`src/rtl/uart_rx.sv`:
```
// uart_rx: 8N1 serial receiver with a mid-bit sampling FSM, a one-entry
// holding register (data_out/data_valid), a sticky overrun flag and a
// single-cycle framing-error pulse. rx is resynchronised before use.
//
// state     | meaning
// ----------+-----------------------------------------------------------
// IDLE      | line idle, waiting for a falling edge on rx_s
// START     | confirming the start bit at its midpoint (glitch filter)
// DATA      | sampling 8 data bits at mid-bit, LSB first
// STOP      | sampling the stop bit; commit or flag a framing error
// WAIT_HIGH | stop bit was low; hold off until the line returns high
module uart_rx #(
  parameter int CLKS_PER_BIT = 16
) (
  input  logic       clk,
  input  logic       rst_n,
  input  logic       rx,
  input  logic       rd,
  output logic [7:0] data_out,
  output logic       data_valid,
  output logic       frame_err,
  output logic       overrun,
  output logic       busy
);

  localparam int CW = $clog2(CLKS_PER_BIT);
  localparam logic [CW-1:0] HALF_M1 = CW'(CLKS_PER_BIT / 2 - 1);
  localparam logic [CW-1:0] FULL_M1 = CW'(CLKS_PER_BIT - 1);

  typedef enum logic [2:0] {
    IDLE      = 3'd0,
    START     = 3'd1,
    DATA      = 3'd2,
    STOP      = 3'd3,
    WAIT_HIGH = 3'd4
  } state_t;

  state_t          state_q, state_d;
  logic [CW-1:0]   cnt_q, cnt_d;
  logic [2:0]      bit_idx_q, bit_idx_d;
  logic [7:0]      shift_q, shift_d;
  logic            sync1_q, sync2_q;
  logic [7:0]      data_out_q, data_out_d;
  logic            data_valid_q, data_valid_d;
  logic            frame_err_q, frame_err_d;
  logic            overrun_q, overrun_d;
  logic            commit;
  logic            rx_s;

  assign rx_s = sync2_q;

  // Two-flop synchronizer; resets to the idle (high) line level.
  always_ff @(posedge clk or negedge rst_n) begin
    if (!rst_n) begin
      sync1_q <= 1'b1;
      sync2_q <= 1'b1;
    end else begin
      sync1_q <= rx;
      sync2_q <= sync1_q;
    end
  end

  // Receiver FSM state, bit timer, bit index and shift register.
  always_ff @(posedge clk or negedge rst_n) begin
    if (!rst_n) begin
      state_q   <= IDLE;
      cnt_q     <= '0;
      bit_idx_q <= '0;
      shift_q   <= '0;
    end else begin
      state_q   <= state_d;
      cnt_q     <= cnt_d;
      bit_idx_q <= bit_idx_d;
      shift_q   <= shift_d;
    end
  end

  // Next-state logic: half-bit wait in START lands every later sample at mid-bit.
  always_comb begin
    state_d     = state_q;
    cnt_d       = cnt_q;
    bit_idx_d   = bit_idx_q;
    shift_d     = shift_q;
    commit      = 1'b0;
    frame_err_d = 1'b0;
    case (state_q)
      IDLE: begin
        cnt_d = '0;
        if (!rx_s) state_d = START;
      end
      START: begin
        cnt_d = cnt_q + CW'(1);
        if (cnt_q == HALF_M1) begin
          cnt_d = '0;
          if (!rx_s) begin
            state_d   = DATA;
            bit_idx_d = '0;
          end else begin
            state_d = IDLE;
          end
        end
      end
      DATA: begin
        cnt_d = cnt_q + CW'(1);
        if (cnt_q == FULL_M1) begin
          cnt_d     = '0;
          shift_d   = {rx_s, shift_q[7:1]};
          bit_idx_d = bit_idx_q + 3'd1;
          if (bit_idx_q == 3'd7) state_d = STOP;
        end
      end
      STOP: begin
        cnt_d = cnt_q + CW'(1);
        if (cnt_q == FULL_M1) begin
          cnt_d = '0;
          if (rx_s) begin
            commit  = 1'b1;
            state_d = IDLE;
          end else begin
            frame_err_d = 1'b1;
            state_d     = WAIT_HIGH;
          end
        end
      end
      WAIT_HIGH: begin
        cnt_d = '0;
        if (rx_s) state_d = IDLE;
      end
      default: begin
        state_d = IDLE;
        cnt_d   = '0;
      end
    endcase
  end

  // Holding register: a commit wins over rd, so a same-cycle rd never drops the new byte.
  always_comb begin
    data_out_d   = data_out_q;
    data_valid_d = data_valid_q;
    overrun_d    = overrun_q;
    if (commit) begin
      data_out_d   = shift_q;
      data_valid_d = 1'b1;
      overrun_d    = overrun_q | (data_valid_q & ~rd);
    end else if (rd && data_valid_q) begin
      data_valid_d = 1'b0;
      overrun_d    = 1'b0;
    end
  end

  // Output registers.
  always_ff @(posedge clk or negedge rst_n) begin
    if (!rst_n) begin
      data_out_q   <= 8'h00;
      data_valid_q <= 1'b0;
      frame_err_q  <= 1'b0;
      overrun_q    <= 1'b0;
    end else begin
      data_out_q   <= data_out_d;
      data_valid_q <= data_valid_d;
      frame_err_q  <= frame_err_d;
      overrun_q    <= overrun_d;
    end
  end

  assign data_out   = data_out_q;
  assign data_valid = data_valid_q;
  assign frame_err  = frame_err_q;
  assign overrun    = overrun_q;
  assign busy       = (state_q != IDLE);

endmodule

```
`config.mk`:
```
export PLATFORM = sky130hd
export DESIGN_NAME = uart_rx
export DESIGN_NICKNAME = d
export VERILOG_FILES = /design/src/rtl/uart_rx.sv
export SDC_FILE = /design/constraint.sdc
export NUM_CORES = 1
export LEC_CHECK = 0
export CORE_MARGIN = 2
export CORE_UTILIZATION = 57
export CTS_CLUSTER_DIAMETER = 30
export DETAILED_ROUTE_END_ITERATION = 8
export PLACE_DENSITY_LB_ADDON = 0.15
export SLEW_MARGIN = 30
export SYNTH_ARGS = -nofsm -noshare
export SYNTH_HDL_FRONTEND = slang
export SYNTH_SLANG_ARGS = --single-unit
```
`constraint.sdc`:
```
create_clock -name clk -period 3.2 [get_ports clk]
set_input_delay 0.48 -clock clk [delete_from_list [all_inputs] [get_ports clk]]
set_output_delay 0.48 -clock clk [all_outputs]
set_load 0.02 [all_outputs]
```
; ---- Yosys cells after proc, flatten, opt, wreduce, memory -nomap -nowiden
; Index checks and enable logic that the tools add are counted.
[op_classes]
addsub = 2
eq_ne = 14
n_mux = 25
bitwise_logic = 3
n_reduce_logical = 9
[ops]
columns = cell, n
row1 = $mux 3, 10
row2 = $pmux 3 s5, 1
row3 = $ne 2x2->1 const B, 7
row4 = $mux 1, 9
row5 = $mux 4, 2
row6 = $pmux 4 s2, 1
row7 = $eq 3x2->1 const B, 2
row8 = $eq 3x3->1 const B, 2
row9 = $pmux 3 s2, 1
row10 = $reduce_and 6->1, 1
row11 = $add 4x1->4 const B, 1
row12 = $eq 4x3->1 const B, 1
row13 = $eq 4x4->1 const B, 1
row14 = $reduce_and 4->1, 1
row15 = $reduce_bool 2->1, 2
row16 = $add 3x1->3 const B, 1
row17 = $eq 3x1->1 const B, 1
row18 = $logic_not 3->1, 1
row19 = $reduce_bool 3->1, 1
row20 = $mux 2, 1
row21 = $reduce_and 2->1, 1
row22 = $reduce_or 2->1, 1
row23 = $and 1x1->1, 1
row24 = $logic_and 1x1->1, 1
row25 = other kinds (2), 2
[totals]
register_bits = 31
in_bits = 4
output_inout_bits = 12
word_cells = 63

; ---- Depth between registers and ports, before layout
[logic_depth]
ltp_word = 4
mapped_depth = 6
depth_no_buf = 5

; ---- Worst setup path before layout
; OpenSTA, ideal clock, no wires.
[synth_timing]
path_type = register to register
startpoint = register cnt_q[0]
endpoint = register data_out_q[0] (netlist: data_out[0])
t_arrival_ps = 1832
setup_slack_ps = 1243
path_stages_with_launch = 7
n_path_buf = 1
period_less_slack_ps = 1957
path_cell_list = dfrtp_1 > ha_1 > nand2_2 > or4b_4 > or2_1 > buf_6 > mux2_4
[synth_between]
elab_chain_cells = 3
[synth_rtl]
columns = item, line
row1 = from (decl), 39  ; logic [CW-1:0] cnt_q, cnt_d;
row2 = from (signal assigned), 72  ; cnt_q <= cnt_d;
row3 = $eq 4x4->1, 114  ; if (cnt_q == FULL_M1) begin
row4 = $mux 1, 114
row5 = $mux 1, 86  ; case (state_q)
row6 = to (signal assigned), 159  ; data_out_q <= data_out_d;
row7 = to (decl), 43  ; logic [7:0] data_out_q, data_out_d;
; No other way between the ends.
; A chain may end at the register's enable or synchronous reset.

; ---- Worst setup path after layout
[layout_timing]
startpoint = register state_q[1]
endpoint = output busy
[layout_between]
elab_chain_cells = 1
[layout_rtl]
columns = item, line
row1 = from (decl), 38  ; state_t state_q, state_d;
row2 = from (signal assigned), 71  ; state_q <= state_d;
row3 = $reduce_bool 3->1, 170  ; assign busy = (state_q != IDLE);
row4 = to (decl), 23  ; output logic busy
; No other way between the ends.

==> flow_summary.yaml <==
placed_design:
  place_hpwl_mm: 1.36
  portBuffers: 15
  place_congestion: 0.876
  dp_cells: 149
logic_synthesis:
  synth_fa_ha_area_share_pct: 2.87
  synth_mux_area_share_pct: 10.9
  ys_seq_area_share_pct: 59.5
  netlist.top_cell.by_area: "dfrtp_1"
  syn-cell-area_um2: 1310
  syn-num-nets: 117
  yosys_warnings: 0
  yosys.area_share.simple_pct: 14.9
  ys_types: 28
  ys_top_cells_by_area: "dfrtp_1 (55%), mux2_4 (9.2%), nand2_1 (6.6%)"
  ys_ff_latch: 31
  synthCells: 110
  synthXorXnorAreaFrac_pct: 2.01
  avgSynthCellArea_um2: 11.9
  synth_compound_area_share_pct: 6.50
  synth_top_area_share_pct: 55.4
  synth_top_family_by_area: "simple AND/OR/NAND/NOR gates"
setup_path:
  critPathKind: "reg2out"
  crit_fanout: 8
  required_ns: 2.72
  start_kind: "register"
  crit_arrival_ns: 1.73
  end_kind: "output port"
finish:
  drive_above_1_share_pct: 18.6
  area_growth_pct: 16.3
  stdcell_count: 157
  layout_common_cells: "dfrtp_1 (29), nand2_1 (23), clkdlybuf4s50_1 (15)"
  antenna_cells: 0
  finish.net_count: 135
  mostFrequentLayoutCell: "dfrtp_1"
clock_tree:
  cts_sinks: 31
  clk_latency_ns: 0.31
  cts_max_path_buffers: 2
  path_clk_slew_ns: 0.08
  post_cts_buffers: 0
  postCtsHoldBufs: 0
  cts-root-buf: "clkbuf_4"
  htreeDepth: 2
  cts_tree: "built"
  cts_inserted_buffers: 5
  cts_resized: 0
floorplan:
  floorplan.initialDensity_pct: 59.7
  dieArea_um2: 2700
  fp.dieW_um: 51.9
  ios: 16
  row_count: 17
  core_um2: 2190
  die_h_um: 51.9
grt:
  grt_max_degree: 32
  overflow: 0
  grtUsageTotal_pct: 18.5
  grt_pass1_wl_mm: 3.53
  antenna_found_initial: 0
  grt_pass1_vias: 845
detailed_routing:
  drtIter0Drc: 18
  vias_per_cell: 5.32
  vias: 836
  route.detailed.drc: 0
  first_pass_iters: 4
  ant_nets: 0
  routed_wl_mm: 1.97
  wl_per_cell_um: 12.5
sta:
  rsz0062_at_grt: "no"
  post-route-min-period_ns: 2.21
  setup_viol: 0
  fin_crit_sh_pct: 69.0
  worst-slew-pin-transition_ns: 0.828
  drv_slew: 0
  hold_viol_final: 0
  fin_tns_setup_ns: 0
  skew_ns: 0.00694
  fmax_mhz: 453
  slew_headroom_pct: 44.3
pwr:
  power.density_nw_per_um2: 469
  p_leak_nw: 0.766
  peakVddDrop_v: 0.000290
run:
  max-cap-violations: 0
run_status:
  status: "finished clean"
worst_hold_path:
  hp-class: "reg2reg"
cells by family after synthesis:
group           count (synthesis)
simple gates                   41
flops                          31
compound gates                 13
mux                            10
buf+inv                         9
xor+xnor                        3
fa+ha+maj                       3
routing by layer:
| layer | vias to the layer above | part of all wire [%] | track usage (%) |
|---|---|---|---|
| met2 | 19 | 46 | 30.0 |
| met4 | 0 | 1.7 | 8.33 |
| met3 | 5 | 4.2 | 6.32 |
| li1 | 408 | - | - |
| met1 | 404 | 48 | 22.1 |
| met5 | - | 0 | 0 |
registers in the layout, indices dropped and copies added (netlist names):
signal,cells
data_out,8
shift_q,8
cnt_q,4
bit_idx_q,3
state_q,3
data_valid,1
frame_err,1
overrun,1
rx_s,1
sync1_q,1
worst paths after layout:
kind	start	to	slack, ns	cells after the start
worst max-delay path	state_q[1]	busy	0.99	2
worst min-delay path	sync1_q	rx_s	0.36	0
worst max register to register	cnt_q[0]	data_out[2]	1.02	5
worst min register to register	sync1_q	rx_s	0.36	0
max in group asynchronous	rst_n	sync1_q	2.35	2
min in group asynchronous	rst_n	data_valid	0.53	2
layout make-up:
type	count	area [um2]
well taps	28	35.0
repair buffers	16	158
flip-flops and latches	31	778
clock inverters	1	5.00
inverters	4	15.0
clock buffers	7	45.0
fillers	151	668
multi-input cells	70	487
critical path, stage by stage (launching register included):
cell	delay, ns
dfrtp_1	0.47
or3_1	0.40
clkdlybuf4s50_1	0.54
through the flow:
step / area [um2] / power (W) / utilization, % / hold slack, ns / setup WS (ns)
after floorplan: 1310 / 0.000487 / - / 0.184 / 1.24
after global placement: 1470 / 0.000510 / 67.2 / 0.345 / 1.09
after detailed placement: 1470 / 0.000514 / 67.2 / 0.349 / 1.04
after CTS: 1520 / 0.000725 / 69.5 / 0.362 / 0.961
after global routing: 1520 / 0.000755 / 69.5 / 0.368 / 0.914
final: 1520 / 0.000714 / 69.5 / 0.360 / 0.992
power breakdown:
group          switching (W)  internal (W)  total [W]
sequential         0.0000265      0.000413   0.000440
clock               0.000121     0.0000855   0.000206
combinational      0.0000358     0.0000319  0.0000677
total               0.000183      0.000531   0.000714
synthesized netlist by cell type, drive strengths merged:
library cell	instances
nor4	1
ha	3
o21ai	5
a22o	2
nand2	25
and2	1
mux2	10
a21oi	4
nor2	6
dfstp	2
or4b	1
a41o	1
nand3	1
xor2	2
nand4	1
nor3	2
dfrtp	29
or4	1
clkbuf	2
inv	4
o41a	1
or3	1
buf	3
or2	1
xnor2	1
Power figures use the tool's default switching activity.
